`src/rtl/timing_generator.sv`:
```
// Beat generator: a free-running beat counter driving a one-hot timing vector for the control
// unit, with run/halt control, stall, programmable cycle length, early end and single-step.
module timing_generator #(
  parameter int unsigned NUM_T = 8,
  parameter int unsigned CNT_W = $clog2(NUM_T),
  parameter int unsigned CYC_W = 16
) (
  input  logic             clk,
  input  logic             rst_n,
  input  logic             start_i,
  input  logic             halt_i,
  input  logic             stall_i,
  input  logic             step_mode_i,
  input  logic             step_req_i,
  input  logic [CNT_W-1:0] t_max_i,
  input  logic             early_end_i,
  output logic [NUM_T-1:0] t_o,
  output logic [CNT_W-1:0] tcount_o,
  output logic             running_o,
  output logic             cycle_end_o,
  output logic [CYC_W-1:0] cycle_count_o
);

  typedef enum logic [0:0] {StIdle, StRun} state_e;

  localparam logic [CNT_W-1:0] TLast = CNT_W'(NUM_T - 1);
  localparam logic [NUM_T-1:0] TFirst = {{(NUM_T-1){1'b0}}, 1'b1};

  state_e           state_q, state_d;
  logic [NUM_T-1:0] t_q, t_d;
  logic [CNT_W-1:0] tcount_q, tcount_d;
  logic [CNT_W-1:0] t_max_q, t_max_d;
  logic             running_q, running_d;
  logic             halt_pend_q, halt_pend_d;
  logic [CYC_W-1:0] cycle_count_q, cycle_count_d;

  logic [CNT_W-1:0] t_max_clamped;
  logic             adv;
  logic             last;
  logic             cycle_end;

  // Beat qualification: stall beats step_req, and the last beat is either t_max or early_end.
  always_comb begin
    t_max_clamped = (t_max_i > TLast) ? TLast : t_max_i;
    adv           = !stall_i && (!step_mode_i || step_req_i);
    last          = (tcount_q == t_max_q) || early_end_i;
    cycle_end     = running_q && adv && last;
  end

  // Next-state logic for the run/idle FSM and the beat counter.
  always_comb begin
    state_d       = state_q;
    t_d           = t_q;
    tcount_d      = tcount_q;
    t_max_d       = t_max_q;
    running_d     = running_q;
    halt_pend_d   = halt_pend_q;
    cycle_count_d = cycle_count_q;
    unique case (state_q)
      StIdle: begin
        if (start_i) begin
          state_d   = StRun;
          running_d = 1'b1;
          tcount_d  = '0;
          t_d       = TFirst;
          t_max_d   = t_max_clamped;
        end
      end
      StRun: begin
        if (cycle_end) begin
          cycle_count_d = cycle_count_q + CYC_W'(1);
          tcount_d      = '0;
          if (halt_pend_q || halt_i) begin
            state_d     = StIdle;
            running_d   = 1'b0;
            t_d         = '0;
            halt_pend_d = 1'b0;
          end else begin
            t_d     = TFirst;
            t_max_d = t_max_clamped;
          end
        end else begin
          if (adv) begin
            tcount_d = tcount_q + CNT_W'(1);
            t_d      = t_q << 1;
          end
          // Remember the halt so it lands on the next cycle end even if halt drops.
          if (halt_i) begin
            halt_pend_d = 1'b1;
          end
        end
      end
      default: begin
        state_d   = StIdle;
        running_d = 1'b0;
        t_d       = '0;
        tcount_d  = '0;
      end
    endcase
  end

  // State registers with asynchronous active-low reset.
  always_ff @(posedge clk or negedge rst_n) begin
    if (!rst_n) begin
      state_q       <= StIdle;
      t_q           <= '0;
      tcount_q      <= '0;
      t_max_q       <= TLast;
      running_q     <= 1'b0;
      halt_pend_q   <= 1'b0;
      cycle_count_q <= '0;
    end else begin
      state_q       <= state_d;
      t_q           <= t_d;
      tcount_q      <= tcount_d;
      t_max_q       <= t_max_d;
      running_q     <= running_d;
      halt_pend_q   <= halt_pend_d;
      cycle_count_q <= cycle_count_d;
    end
  end

  assign t_o           = t_q;
  assign tcount_o      = tcount_q;
  assign running_o     = running_q;
  assign cycle_end_o   = cycle_end;
  assign cycle_count_o = cycle_count_q;

endmodule

```
`config.mk`:
```
export PLATFORM = sky130hd
export DESIGN_NAME = timing_generator
export DESIGN_NICKNAME = d
export VERILOG_FILES = /design/src/rtl/timing_generator.sv
export SDC_FILE = /design/constraint.sdc
export NUM_CORES = 1
export LEC_CHECK = 0
export CAP_MARGIN = 15
export CORE_MARGIN = 5
export CORE_UTILIZATION = 40
export DETAILED_ROUTE_END_ITERATION = 7
export GPL_TIMING_DRIVEN = 0
export PLACE_DENSITY = 0.7
export SYNTH_ARGS = -nofsm -noshare
export SYNTH_HDL_FRONTEND = slang
export SYNTH_SLANG_ARGS = --single-unit
```
`constraint.sdc`:
```
create_clock -name clk -period 1.5 [get_ports clk]
set_input_delay 0.225 -clock clk [delete_from_list [all_inputs] [get_ports clk]]
set_output_delay 0.225 -clock clk [all_outputs]
set_load 0.01 [all_outputs]
```
==> run_results.csv, run 1 <==
group,metric,value,unit
run_status,status,"complete, but fails checks",
run_status,violations,"negative hold slack, negative setup slack",
synthesis,synthesis.nets,149,
sta,fin_setup_tns,-8.34,ns
worst_setup_path,critPathCaptureType,"output port",
worst_setup_path,path_cells,"xor2_2 -> o41ai_4 -> buf_6 -> buf_6 -> and2_4 -> buf_6",
grt,overflow,0,
worst_setup_path,critPathLaunch,"t_max_q[0]$_DFFE_PN1P_",
power_and_ir_drop,pwr-share-comb,0.445,
synthesis,synthCells,136,
synthesis,synth-async-reset-ratio,1.00,
worst_setup_path,worst-setup-path-type,"reg -> out",
power_and_ir_drop,clkPwrFrac,0.214,
worst_setup_path,cp_num_buf_inv,3,
synthesis,syn_area,0.00158,sq mm
final_layout,finalNonFillerCells,250,
sta,period_share,1.33,
job,cap_violations,0,
final_layout,final_common_cell,"dfrtp_1",
clock_tree,hold_buffers,0,
sta,rsz0062_at_grt,"true",
clock_tree,cts.sinks,33,
grt,grt_pass1_vias,1321,
power_and_ir_drop,peakVddDrop,0.864,mV
clock_tree,cts_tree,"yes",
final_layout,nNetsFinal,214,
grt,grt_max_degree,34,
sta,holdWs,-0.0207,ns
final_layout,final_cell_mix,"dfrtp_1 (27), clkdlybuf4s50_1 (21), buf_4 (16), nand4_1 (15), xnor2_1 (13)",
worst_setup_path,slowest_stage,"dfstp_2",
sta,fin_ws,-0.502,ns
power_and_ir_drop,powerDensity,1670,mW/mm^2
sta,period_needed,2.00,ns
placed_design,portBuffers,39,
power_and_ir_drop,switching_share,0.341,
floorplanning,rows,22,
placed_design,dpl.cell_count,223,
power_and_ir_drop,power_switching,0.00135,W
final_layout,synthToLayoutAreaGrowth,50.0,%
power_and_ir_drop,power,0.00396,W
floorplanning,dieArea,0.00530,sq mm
clock_tree,clk_pin_slew,0.08,ns
final_layout,fin_util,0.632,
route,dr.pass1.iters,4,
synthesis,ys_ff_latch,33,
route,drt-total-wl,4.07,mm
grt,grt_first_pass_wirelength,6.53,mm
placed_design,gp_congestion,0.795,
grt,antenna_found_initial,0,
final_layout,n_fill_cell,315,
route,ant_nets,0,
clock_tree,clock_latency,0.29,ns
floorplanning,start_util,0.421,
clock_tree,numCtsBuffers,5,
synthesis,synthFlopType,"dfrtp_1",
worst_setup_path,max_stage_delay,0.55,ns
final_layout,seq_area,833,sq um
sta,finalClockSkew,0.0138,ns
final_layout,multiInputGateArea,756,sq um
synthesis,ys_types,34,
floorplanning,io_pins,40,
route,drc,0,
route,drt-wirelength-per-cell,16.3,um
sta,drv_slew,0,
worst_setup_path,crit_family,"flip-flops",
synthesis,synth-edff-count,0,
route,vias,1333,
sta,max_slew_margin,0.514,
worst_setup_path,reg2reg_slack,-0.35,ns
worst_setup_path,worstPathMaxFanout,2,
worst_setup_path,r2r_end,"tcount_o[2]$_DFFE_PN0P_",
worst_setup_path,cp-start-kind,"flop",
synthesis,yosysSeqAreaShare,0.526,
final_layout,diodes,0,
clock_tree,clockBufferDepth,2,
floorplanning,coreArea,0.00374,sq mm
synthesis,synth_warnings,0,
sta,worst_pin_slew,0.728,ns
clock_tree,htree_levels,2,
power_and_ir_drop,internal-power,0.00261,W
power_and_ir_drop,power.share.sequential,0.340,
clock_tree,root_buffer,"clkbuf_8",
sta,clock.fmax,499,MHz
worst_setup_path,reg2reg_from,"t_max_q[0]$_DFFE_PN1P_",
grt,grt.total_usage,0.161,
worst_setup_path,reg2regPathDepth,7,
sta,setup_viol,34,
worst_setup_path,cp.arrival,1.78,ns
power_and_ir_drop,leakage,1.20,nW
worst_setup_path,timing.critical_path.mode_cell,"buf_6",
final_layout,drive_gt1_frac,0.267,
route,dr.first_iter.drc_count,64,
worst_hold_path,hold_class,"in -> async",
floorplanning,die_w,72.8,um
placed_design,hpwl,2.66,mm
sta,finalHoldViolCount,12,
route,via_per_inst,5.33,
floorplanning,die_y,72.8,um
synthesis,avgSynthCellArea,11.6,sq um
worst_setup_path,required,1.27,ns
## stage by stage
step	setup WS (ns)	hold WS, ns	cell area, sq um
3_5_place_dp	-0.821	0.325	2040
3_3_place_gp	-0.806	0.455	2040
2_1_floorplan	-0.176	-0.0706	1590
5_1_grt	-0.567	0.0466	2370
4_1_cts	-0.538	0.00364	2260
6_report	-0.502	-0.0207	2370
## worst max-delay path by stage
| stage | endpoint | slack [ns] | cells past startpoint |
|---|---|---|---|
| global route | cycle_end_o | -0.57 | 6 |
| floorplan | cycle_end_o | -0.18 | 5 |
| global placement | cycle_end_o | -0.81 | 6 |
| CTS | cycle_end_o | -0.54 | 6 |
| finish | cycle_end_o | -0.50 | 6 |
| detailed placement | cycle_end_o | -0.82 | 6 |
## cell type report
class	count	share of cell area
inverter	3	0.00476
clock inverter	3	0.0196
sequential	33	0.352
tap	48	0.0254
buffer	5	0.0159
timing repair buffer	58	0.234
multi-input combinational	95	0.319
clock buffer	5	0.0291
## cells by family (layout without fill, tap and decap cells)
kind of cell | Yosys count | after routing | share of synthesized area
muxes | 5 | 5 | 0.0357
DFF | 33 | 33 | 0.526
buffers and inverters | 9 | 74 | 0.0325
adders and majority gates | 2 | 2 | 0.0159
xor gates and xnor gates | 18 | 18 | 0.0999
and+or+nand+nor | 49 | 50 | 0.181
AOI/OAI and AO/OA | 20 | 20 | 0.109
## per-layer routing
layer  vias up  wire [um]  global-route usage
met5         -          0                   0
met4         0         73              0.0492
met3        11        277              0.0537
met2        46       1980               0.270
met1       649       1740               0.195
li1        627          -                   -
## state kept, by name, summed over array words and instances (netlist names)
register	count
t_max_q	3
state_q	1
cycle_count_o	16
t_o	8
halt_pend_q	1
tcount_o	3
running_o	1
## power groups by stage
stage / registers, W / clock network [W] / logic [W]
6_report: 0.00135 / 0.000848 / 0.00176
5_1_grt: 0.00138 / 0.000905 / 0.00189
4_1_cts: 0.00136 / 0.000874 / 0.00164
3_5_place_dp: 0.00140 / 0 / 0.00136
3_3_place_gp: 0.00138 / 0 / 0.00132
2_1_floorplan: 0.00143 / 0 / 0.000750
## cells in the mapped netlist, types with 2 or more instances
cell / count / area, sq um
nor2b_1: 3 / 18.8
nand3_1: 2 / 10.0
xnor2_1: 13 / 114
clkbuf_1: 2 / 7.51
ha_1: 2 / 25.0
o21a_1: 2 / 15.0
a21oi_1: 3 / 15.0
dfstp_2: 3 / 78.8
nand2_1: 3 / 11.3
and3_1: 6 / 37.5
nor3_1: 3 / 15.0
mux2_1: 4 / 45.0
inv_1: 3 / 11.3
a22o_1: 8 / 70.1
nor2_1: 6 / 22.5
and2_1: 5 / 31.3
nand4_1: 15 / 93.8
xor2_1: 5 / 43.8
nand3b_1: 2 / 15.0
buf_6: 2 / 22.5
dfrtp_1: 30 / 751
buf_2: 2 / 10.0
## what timing repair did
item | 4_1_cts | 5_1_grt
pin swaps | 14 | 6
buffers inserted | 10 | 10
endpoints found under the hold margin | 0 | 0
setup endpoints to repair | 44 | 47
cloned | 1 | 1
gates resized for setup | 24 | 16
## worst reg2reg max path, delay by kind of cell (launching register included)
family	cells	cell delay, ns
xor+xnor	1	0.08
buf+inv	3	0.40
flops	1	0.55
compound gates	3	0.73
Note: power is estimated with default switching activity, not from simulation.
==> inputs of run 2 (changes only) <==
Settings changed: CORE_ASPECT_RATIO from default to 0.5, CORE_UTILIZATION 40 to 43, CTS_CLUSTER_SIZE from default to 28, PLACE_DENSITY 0.7 to 0.74.
==> run 2 against run 1 <==
  * The run still ends with negative hold slack, negative setup slack left
  * Wire length is 3.4% higher
  * Clock skew is 0.0047 ns lower
  * Non-clock buffer count is 2 higher
  * Register-to-register slack worse by 0.03 ns
  * Die area is 4.7% lower
  * Largest power group unchanged
==> run_results.csv, run 2 (same netlist as run 1, synthesis figures left out) <==
group,metric,value,unit
power_and_ir_drop,power,0.00411,W
sta,finalClockSkew,0.00916,ns
clock_tree,clockBufferDepth,2,
clock_tree,numCtsBuffers,5,
worst_setup_path,cp-start-kind,"flop",
route,ant_nets,0,
grt,grt.total_usage,0.188,
final_layout,synthToLayoutAreaGrowth,53.1,%
worst_setup_path,r2r_end,"cycle_count_o[8]$_DFFE_PN0P_",
clock_tree,cts.sinks,33,
worst_setup_path,critPathCaptureType,"output port",
sta,period_needed,2.00,ns
sta,fin_ws,-0.502,ns
worst_setup_path,worst-setup-path-type,"reg -> out",
placed_design,gp_congestion,0.896,
floorplanning,coreArea,0.00349,sq mm
clock_tree,cts_tree,"yes",
clock_tree,clk_pin_slew,0.08,ns
worst_setup_path,reg2regPathDepth,8,
power_and_ir_drop,powerDensity,1700,mW/mm^2
grt,grt_pass1_vias,1448,
run_status,status,"complete, but fails checks",
route,drc,0,
sta,worst_pin_slew,0.734,ns
sta,drv_slew,0,
placed_design,preCtsSetupSlack,-0.817,ns
grt,antenna_found_initial,0,
final_layout,n_fill_cell,258,
final_layout,finalNonFillerCells,255,
route,drt-wirelength-per-cell,16.5,um
placed_design,dpl.cell_count,226,
clock_tree,root_buffer,"clkbuf_8",
final_layout,final_cell_mix,"dfrtp_1 (29), clkdlybuf4s50_1 (23), buf_4 (16), nand4_1 (15), xnor2_1 (13)",
final_layout,final_common_cell,"dfrtp_1",
final_layout,largest_reg_flops,16,
sta,period_share,1.33,
route,vias,1371,
floorplanning,die_w,95.7,um
floorplanning,dieArea,0.00505,sq mm
worst_setup_path,required,1.27,ns
power_and_ir_drop,peakVddDrop,0.708,mV
worst_setup_path,critPathLaunch,"t_max_q[0]$_DFFE_PN1P_",
route,drt-total-wl,4.21,mm
route,dr.pass1.iters,4,
floorplanning,io_pins,40,
sta,max_slew_margin,0.511,
floorplanning,start_util,0.452,
placed_design,hpwl,2.50,mm
job,cap_violations,0,
worst_setup_path,cp.arrival,1.78,ns
sta,holdWs,-0.00732,ns
route,dr.first_iter.drc_count,57,
sta,clock.fmax,499,MHz
placed_design,portBuffers,39,
sta,rsz0062_at_grt,"true",
run_status,violations,"negative hold slack, negative setup slack",
worst_hold_path,hold_class,"in -> async",
final_layout,drive_gt1_frac,0.265,
sta,finalHoldViolCount,13,
worst_setup_path,reg2reg_from,"t_max_q[0]$_DFFE_PN1P_",
power_and_ir_drop,leakage,1.22,nW
grt,grt_first_pass_wirelength,7.03,mm
worst_setup_path,reg2reg_slack,-0.38,ns
floorplanning,rows,15,
clock_tree,clock_latency,0.29,ns
grt,overflow,0,
worst_setup_path,worstPathMaxFanout,2,
route,via_per_inst,5.38,
final_layout,nNetsFinal,216,
final_layout,diodes,0,
sta,setup_viol,34,
floorplanning,die_y,52.8,um
clock_tree,htree_levels,2,
grt,grt_max_degree,34,
==> run 2: layout make-up <==
| class | instances | area [sq um] | area share |
|---|---|---|---|
| plain buffers | 5 | 36.3 | 0.0150 |
| clock buffers | 7 | 86.3 | 0.0357 |
| clock inverters | 1 | 30.0 | 0.0124 |
| inverters | 3 | 11.3 | 0.00466 |
| multi-input cells | 95 | 774 | 0.321 |
| flip-flops and latches | 33 | 831 | 0.344 |
| well taps | 51 | 63.8 | 0.0264 |
| repair buffers | 60 | 583 | 0.241 |
==> run 2: worst max path at each step <==
stage                     slack (ns)     endpoint  depth (start not counted)
after floorplan                -0.18  cycle_end_o                          5
after global placement         -0.80  cycle_end_o                          6
after detailed placement       -0.82  cycle_end_o                          6
after CTS                      -0.53  cycle_end_o                          6
after global routing           -0.58  cycle_end_o                          6
final                          -0.50  cycle_end_o                          6
==> run 2: power by group <==
part,switching (W),total [W],leakage [nW],internal [W]
clock network,0.000338,0.000879,0.0585,0.000542
logic,0.000855,0.00189,0.733,0.00104
registers,0.000195,0.00134,0.425,0.00115
total,0.00139,0.00411,1.22,0.00273
==> run 2: worst max-delay path: stages (launching register included) <==
cell and delay, ns:
dfstp_2 0.56, xor2_2 0.09, o41ai_4 0.37, buf_6 0.15, buf_6 0.09, and2_4 0.13
buf_6 0.10
==> run 2: repair_timing <==
| action | CTS | global route |
|---|---|---|
| hold buffers | 0 | 0 |
| gates resized for setup | 24 | 16 |
| setup endpoints to repair | 41 | 44 |
| hold endpoints to repair | 0 | 0 |
| gates cloned | 2 | 0 |
| pin swaps | 7 | 10 |
| setup buffers | 17 | 6 |
==> run 2: per-layer routing <==
layer	vias to the layer above	global-route usage	wire length (um)
met2	41	0.310	2110
met4	0	0.0755	61
met5	-	0	0
met1	692	0.235	1820
li1	630	-	-
met3	8	0.0516	220
==> run 2: stage by stage <==
step / utilization / instance area, sq um / setup TNS (ns) / hold WS [ns]
final: 0.692 / 2420 / -8.90 / -0.00732
after global routing: 0.692 / 2420 / -11.74 / 0.0525
after CTS: 0.671 / 2340 / -9.77 / 0.0212
after detailed placement: 0.585 / 2040 / -11.62 / 0.331
after global placement: 0.587 / 2050 / -23.93 / 0.457
after floorplan: - / 1590 / -2.42 / -0.0706
